`config.mk`:
```
export PLATFORM = sky130hd
export DESIGN_NAME = fp_accum
export DESIGN_NICKNAME = d
export VERILOG_FILES = /design/src/rtl/fp_pkg.sv /design/src/rtl/fp_class.sv /design/src/rtl/fp_accum.sv
export SDC_FILE = /design/constraint.sdc
export NUM_CORES = 1
export LEC_CHECK = 0
export ABC_AREA = 1
export BUFFER_PORTS_ARGS = -buffer_cell sky130_fd_sc_hd__buf_4
export CORE_ASPECT_RATIO = 0.9
export CORE_UTILIZATION = 35
export CTS_BUF_LIST = sky130_fd_sc_hd__clkbuf_16
export DETAILED_ROUTE_END_ITERATION = 12
export PLACE_DENSITY_LB_ADDON = 0.05
export SLEW_MARGIN = 0
export SYNTH_ARGS = -nofsm -noshare
export SYNTH_HDL_FRONTEND = slang
export SYNTH_SLANG_ARGS = --single-unit
```
`constraint.sdc`:
```
create_clock -name clk -period 2.5 [get_ports clk]
set_input_delay 0.125 -clock clk [delete_from_list [all_inputs] [get_ports clk]]
set_output_delay 0.125 -clock clk [all_outputs]
set_load 0.1 [all_outputs]
```
`src/rtl/fp_pkg.sv`:
```
// ----------------------------------------------------------------------------
// fp_pkg
//   Shared constants and types for the FP16 stream accumulator.
//   FP_BITS/E_BITS/M_BITS describe the FP16 word (M_BITS includes hidden bit),
//   FP_CNT_W is the default sample-counter width, FP_ZERO is +0, EXP_MAX is the
//   all-ones exponent used for Inf/NaN, accum_state_t is the accumulator FSM.
// ----------------------------------------------------------------------------
package fp_pkg;

  localparam int FP_BITS  = 16;
  localparam int E_BITS   = 5;
  localparam int M_BITS   = 11;
  localparam int FP_CNT_W = 8;

  localparam logic [FP_BITS-1:0] FP_ZERO = 16'h0000;
  localparam logic [E_BITS-1:0]  EXP_MAX = '1;

  typedef enum logic [1:0] {
    IDLE = 2'd0,
    RUN  = 2'd1,
    DONE = 2'd2
  } accum_state_t;

endpackage

```
`src/rtl/fp_class.sv`:
```
// ----------------------------------------------------------------------------
// fp_class
//   Combinational classifier on an FP exponent field.
//   Ports:
//     exp_i       in  EW  exponent field of an FP word
//     is_inf_nan  out 1   exponent is all-ones (Inf or NaN)
// ----------------------------------------------------------------------------
module fp_class
  import fp_pkg::*;
#(
  parameter int EW = E_BITS
) (
  input  logic [EW-1:0] exp_i,
  output logic          is_inf_nan
);

  assign is_inf_nan = (exp_i == {EW{1'b1}});

endmodule

```
`src/rtl/fp_accum.sv`:
```
// ----------------------------------------------------------------------------
// fp_accum
//   Sequential FP16 stream accumulator driving an external combinational adder.
//   The running sum is presented as add_a, the incoming sample as add_b, and
//   the adder result add_y is registered as the new sum on each accepted
//   sample. After len samples the sum is offered on a valid/ready port.
//   Ports:
//     clk, rst_n          clock, asynchronous active-low reset
//     start, len          begin accumulation of len samples (IDLE only)
//     in_valid/in_ready   sample handshake, in_data = FP16 sample
//     add_a/add_b/add_y   external adder operands and result
//     out_valid/out_ready result handshake, out_data = final sum
//     flag_inf            sticky: a sample or partial sum had all-ones exponent
//     busy                FSM is not IDLE
// ----------------------------------------------------------------------------
module fp_accum #(
  parameter int BITS   = 16,
  parameter int E_BITS = 5,
  parameter int M_BITS = 11,
  parameter int CNT_W  = 8
) (
  input  logic             clk,
  input  logic             rst_n,
  input  logic             start,
  input  logic [CNT_W-1:0] len,
  input  logic             in_valid,
  output logic             in_ready,
  input  logic [BITS-1:0]  in_data,
  output logic [BITS-1:0]  add_a,
  output logic [BITS-1:0]  add_b,
  input  logic [BITS-1:0]  add_y,
  output logic             out_valid,
  input  logic             out_ready,
  output logic [BITS-1:0]  out_data,
  output logic             flag_inf,
  output logic             busy
);

  import fp_pkg::*;

  // Exponent field sits just above the stored fraction bits.
  localparam int EXP_LSB = M_BITS - 1;

  accum_state_t     state_q;
  logic [BITS-1:0]  acc_q;
  logic [CNT_W-1:0] cnt_q;
  logic [CNT_W-1:0] len_q;
  logic             flag_q;
  logic             in_ready_q;
  logic             out_valid_q;
  logic             busy_q;

  logic             in_inf_s;
  logic             y_inf_s;
  logic             accept_s;
  logic             last_s;

  fp_class #(.EW(E_BITS)) u_class_in (
    .exp_i      (in_data[EXP_LSB +: E_BITS]),
    .is_inf_nan (in_inf_s)
  );

  fp_class #(.EW(E_BITS)) u_class_y (
    .exp_i      (add_y[EXP_LSB +: E_BITS]),
    .is_inf_nan (y_inf_s)
  );

  // in_ready_q is only set while in RUN, so this is the RUN-state accept.
  assign accept_s = in_valid & in_ready_q;
  assign last_s   = (cnt_q == (len_q - {{(CNT_W-1){1'b0}}, 1'b1}));

  // Accumulator FSM with registered handshake/status outputs.
  always_ff @(posedge clk or negedge rst_n) begin
    if (!rst_n) begin
      state_q     <= IDLE;
      acc_q       <= FP_ZERO;
      cnt_q       <= '0;
      len_q       <= '0;
      flag_q      <= 1'b0;
      in_ready_q  <= 1'b0;
      out_valid_q <= 1'b0;
      busy_q      <= 1'b0;
    end else begin
      case (state_q)
        IDLE: begin
          if (start) begin
            len_q  <= len;
            acc_q  <= FP_ZERO;
            cnt_q  <= '0;
            flag_q <= 1'b0;
            busy_q <= 1'b1;
            if (len != '0) begin
              state_q    <= RUN;
              in_ready_q <= 1'b1;
            end else begin
              // Empty stream: the result is +0 straight away.
              state_q     <= DONE;
              out_valid_q <= 1'b1;
            end
          end
        end
        RUN: begin
          if (accept_s) begin
            acc_q  <= add_y;
            cnt_q  <= cnt_q + {{(CNT_W-1){1'b0}}, 1'b1};
            flag_q <= flag_q | in_inf_s | y_inf_s;
            if (last_s) begin
              state_q     <= DONE;
              in_ready_q  <= 1'b0;
              out_valid_q <= 1'b1;
            end
          end
        end
        DONE: begin
          // A start arriving with out_ready is dropped; IDLE sees it next cycle at earliest.
          if (out_ready) begin
            state_q     <= IDLE;
            out_valid_q <= 1'b0;
            busy_q      <= 1'b0;
          end
        end
        default: begin
          state_q     <= IDLE;
          in_ready_q  <= 1'b0;
          out_valid_q <= 1'b0;
          busy_q      <= 1'b0;
        end
      endcase
    end
  end

  assign in_ready  = in_ready_q;
  assign out_valid = out_valid_q;
  assign busy      = busy_q;
  assign flag_inf  = flag_q;
  assign add_a     = acc_q;
  assign add_b     = in_data;
  assign out_data  = acc_q;

endmodule

```
==> flow_summary.ini <==
[outcome]
status = finished with violations
failed_checks = DRC

[timing]
setup_viol = 0
fin_crit_sh_pct = 69.74
tightest_slew_ns = 0.4975
skew_ns = 0.005463
fmax_mhz = 573.5
min_period_ns = 1.744
finalHoldViolCount = 0
maxSlewViolCount = 0
whs_ns = 0.05580
slew-limit-headroom_pct = 66.83
setup_tns_ns = 0
rsz0062_at_grt = no
setup_ws_ns = 0.7564

[clock_network]
cts_root_buf = clkbuf_16
postCtsResizedCells = 0
htreeDepth = 2
cts_sinks = 38
clk_pin_slew_ns = 0.05
cts_buffers = 5
max-clock-path-buffers = 2
cts_tree = done
clock_latency_ns = 0.28
post-cts-setup-buffers = 0

[placement]
gp_congestion = 0.7599
dp_hpwl_um = 3577
post_dp_cell_area_um2 = 2535
port_buffers = 74
post-place-ws_ns = 0.7341

[floorplanning]
io-pin-count = 97
die_h_um = 76.35
initial_core_util_pct = 37.12
dieArea_um2 = 6459
rows = 26
die_x_um = 84.61
coreArea_um2 = 5791

[synthesis]
syn_nets = 329
yosysWarnings = 0
ys_types = 24
synth_edf_count = 0
synthArstFlopShare_pct = 100.0
synth_area_per_cell_um2 = 7.623
synth_area_leaders = dfrtp_1, nand2_1, buf_4
synth_top_flop_cell = dfrtp_1
synth_commonest_cells = nand2_1, dfrtp_1, buf_4, nand3_1
synth_largest_area_cell = dfrtp_1
yosysMostFrequentCell = nand2_1
netlist.area_leader.share_pct = 44.24
ys_ff_latch = 38
syn_area_um2 = 2150
netlist_instances = 282
synth-seq-area-share_pct = 44.24

[setup_path]
crit_top_cell = nand2_1
rr_worst_depth = 13
worstPathRequired_ns = 2.67
cp.arrival_ns = 1.91
crit_path_max_fanout = 6
crit_path_end_kind = flip-flop
slowest_stage = dfrtp_1
r2r-end = out_valid
cp-start-kind = flip-flop
r2r-start = len_q[0]
path_class = reg -> reg
rrSetupSlack_ns = 0.76
max_stage_delay_ns = 0.37
path_cells = inv_1 > ha_1 > nand3_1 > nor2_1 > nand2_1 > nand2_1 > nand2_1 > nor2_1 > nand2_1 > nand2_1 > nand3_1 > nand2_1 > nand2_1

[job]
cap_violations = 0

[power_and_ir_drop]
p_int_mw = 1.716
irDropWorstVdd_mv = 0.7952
p_total_mw = 3.979
p_leak_nw = 1.437
pwr-share-seq_pct = 24.9
combPwrFrac_pct = 60.4
pwr_density_cell_nw_per_um2 = 1483
switchingPower_mw = 2.263
switching_share_pct = 56.88
pwr-share-clk_pct = 14.7

[hold_path]
hold_path_end = len_q[6]
hold_path.startpoint = len[6]
hold_class = in -> reg
holdPathStages = 3

[global_routing]
antenna_found_initial = 0
grt_max_degree = 39
first_global_vias = 1728
grt_overflow = 0
grt_first_pass_wirelength_um = 7803
track_usage_pct = 15.45

[drt]
vias_per_cell = 4.681
antenna_left = 0
vias = 1863
drt_iter0_drc = 66
drc = 3
routed_wl_um = 4838
dr.pass1.iters = 10
wl_per_cell_um = 12.16

[finish]
diodes = 0
area_growth_pct = 24.80
fin_nets = 374
drive_gt1_share_pct = 27.74
nFillCells = 574
final_area_um2 = 2683
registers in the layout, indices dropped and copies added, names as in the netlist:
name,cells
cnt_q,8
add_a,16
out_valid,1
flag_inf,1
in_ready,1
state_q,2
busy,1
len_q,8
stage by stage:
step | utilization [%] | instances
5_1_grt | 46.33 | 398
4_1_cts | 46.33 | 398
3_5_place_dp | 43.78 | 389
2_1_floorplan | - | 282
3_3_place_gp | 43.78 | 389
6_report | 46.33 | 398
critical path: cells and delay by family (launching register included):
family                   cells  cell delay, ns
AND/OR/NAND/NOR             11            0.88
flip-flops                   1            0.37
adder cells (fa/ha/maj)      1            0.23
buffers and inverters        1            0.15
area by class of cell:
class | instances | area, um2 | share of cell area, %
Clock buffer | 5 | 125.1 | 4.664
Clock inverter | 3 | 12.51 | 0.4664
Inverter | 19 | 71.32 | 2.659
Multi-Input combinational cell | 186 | 854.6 | 31.86
Sequential cell | 38 | 950.9 | 35.45
Tap cell | 70 | 87.58 | 3.265
Timing Repair Buffer | 77 | 580.6 | 21.64
power by group through the flow:
| stage | combinational [mW] | clock [mW] | sequential, mW |
|---|---|---|---|
| 3_3_place_gp | 2.40 | 0 | 1.01 |
| 4_1_cts | 2.42 | 0.609 | 0.995 |
| 6_report | 2.40 | 0.586 | 0.992 |
| 2_1_floorplan | 1.45 | 0 | 1.62 |
| 5_1_grt | 2.57 | 0.639 | 1.02 |
| 3_5_place_dp | 2.42 | 0 | 1.00 |
cells in the final DEF, fill, tap and decap left out:
cell,instances
a21oi_1,9
buf_4,76
clkbuf_16,5
clkinv_1,2
clkinv_2,1
dfrtp_1,38
dlygate4sd3_1,1
ha_1,2
inv_1,18
inv_2,1
nand2_1,93
nand2_2,2
nand3_1,27
nand3_2,1
nand3b_1,1
nand4_1,1
nor2_1,17
nor2_2,4
nor3_1,8
nor4_1,1
o21ai_0,11
o22ai_1,1
or2_2,1
xnor2_1,4
xor2_1,3
cell families (layout without fill, tap and decap cells):
group,Yosys count,after routing,synth area share [%]
fa+ha+maj,2,2,1.164
xor+xnor,7,7,2.852
compound gates,21,21,4.948
flops,38,38,44.24
simple gates,156,156,30.79
buf+inv,58,104,16.01
routing by layer:
layer	vias to the layer above	wire length (um)	share of wire, %	track usage, %
met5	-	0	0	0
met4	0	37	0.76	4.746
met3	6	312	6.4	4.767
met2	63	2173	45	24.23
met1	843	2315	48	20.46
li1	951	-	-	-
how the worst max path moves through the flow:
stage,from,endpoint,slack (ns),depth (start not counted)
final,len_q[0],out_valid,0.76,13
after global routing,len_q[0],out_valid,0.50,13
after CTS,len_q[0],out_valid,0.73,13
after detailed placement,len_q[0],out_valid,0.73,13
after global placement,len_q[0],out_valid,0.79,13
after floorplan,in_ready,out_valid,0.62,11
timing repair:
item,4_1_cts,5_1_grt
hold endpoints to repair,38,0
endpoints found under the setup margin,0,0
hold buffers,1,0
Power figures use the tool's default switching activity.
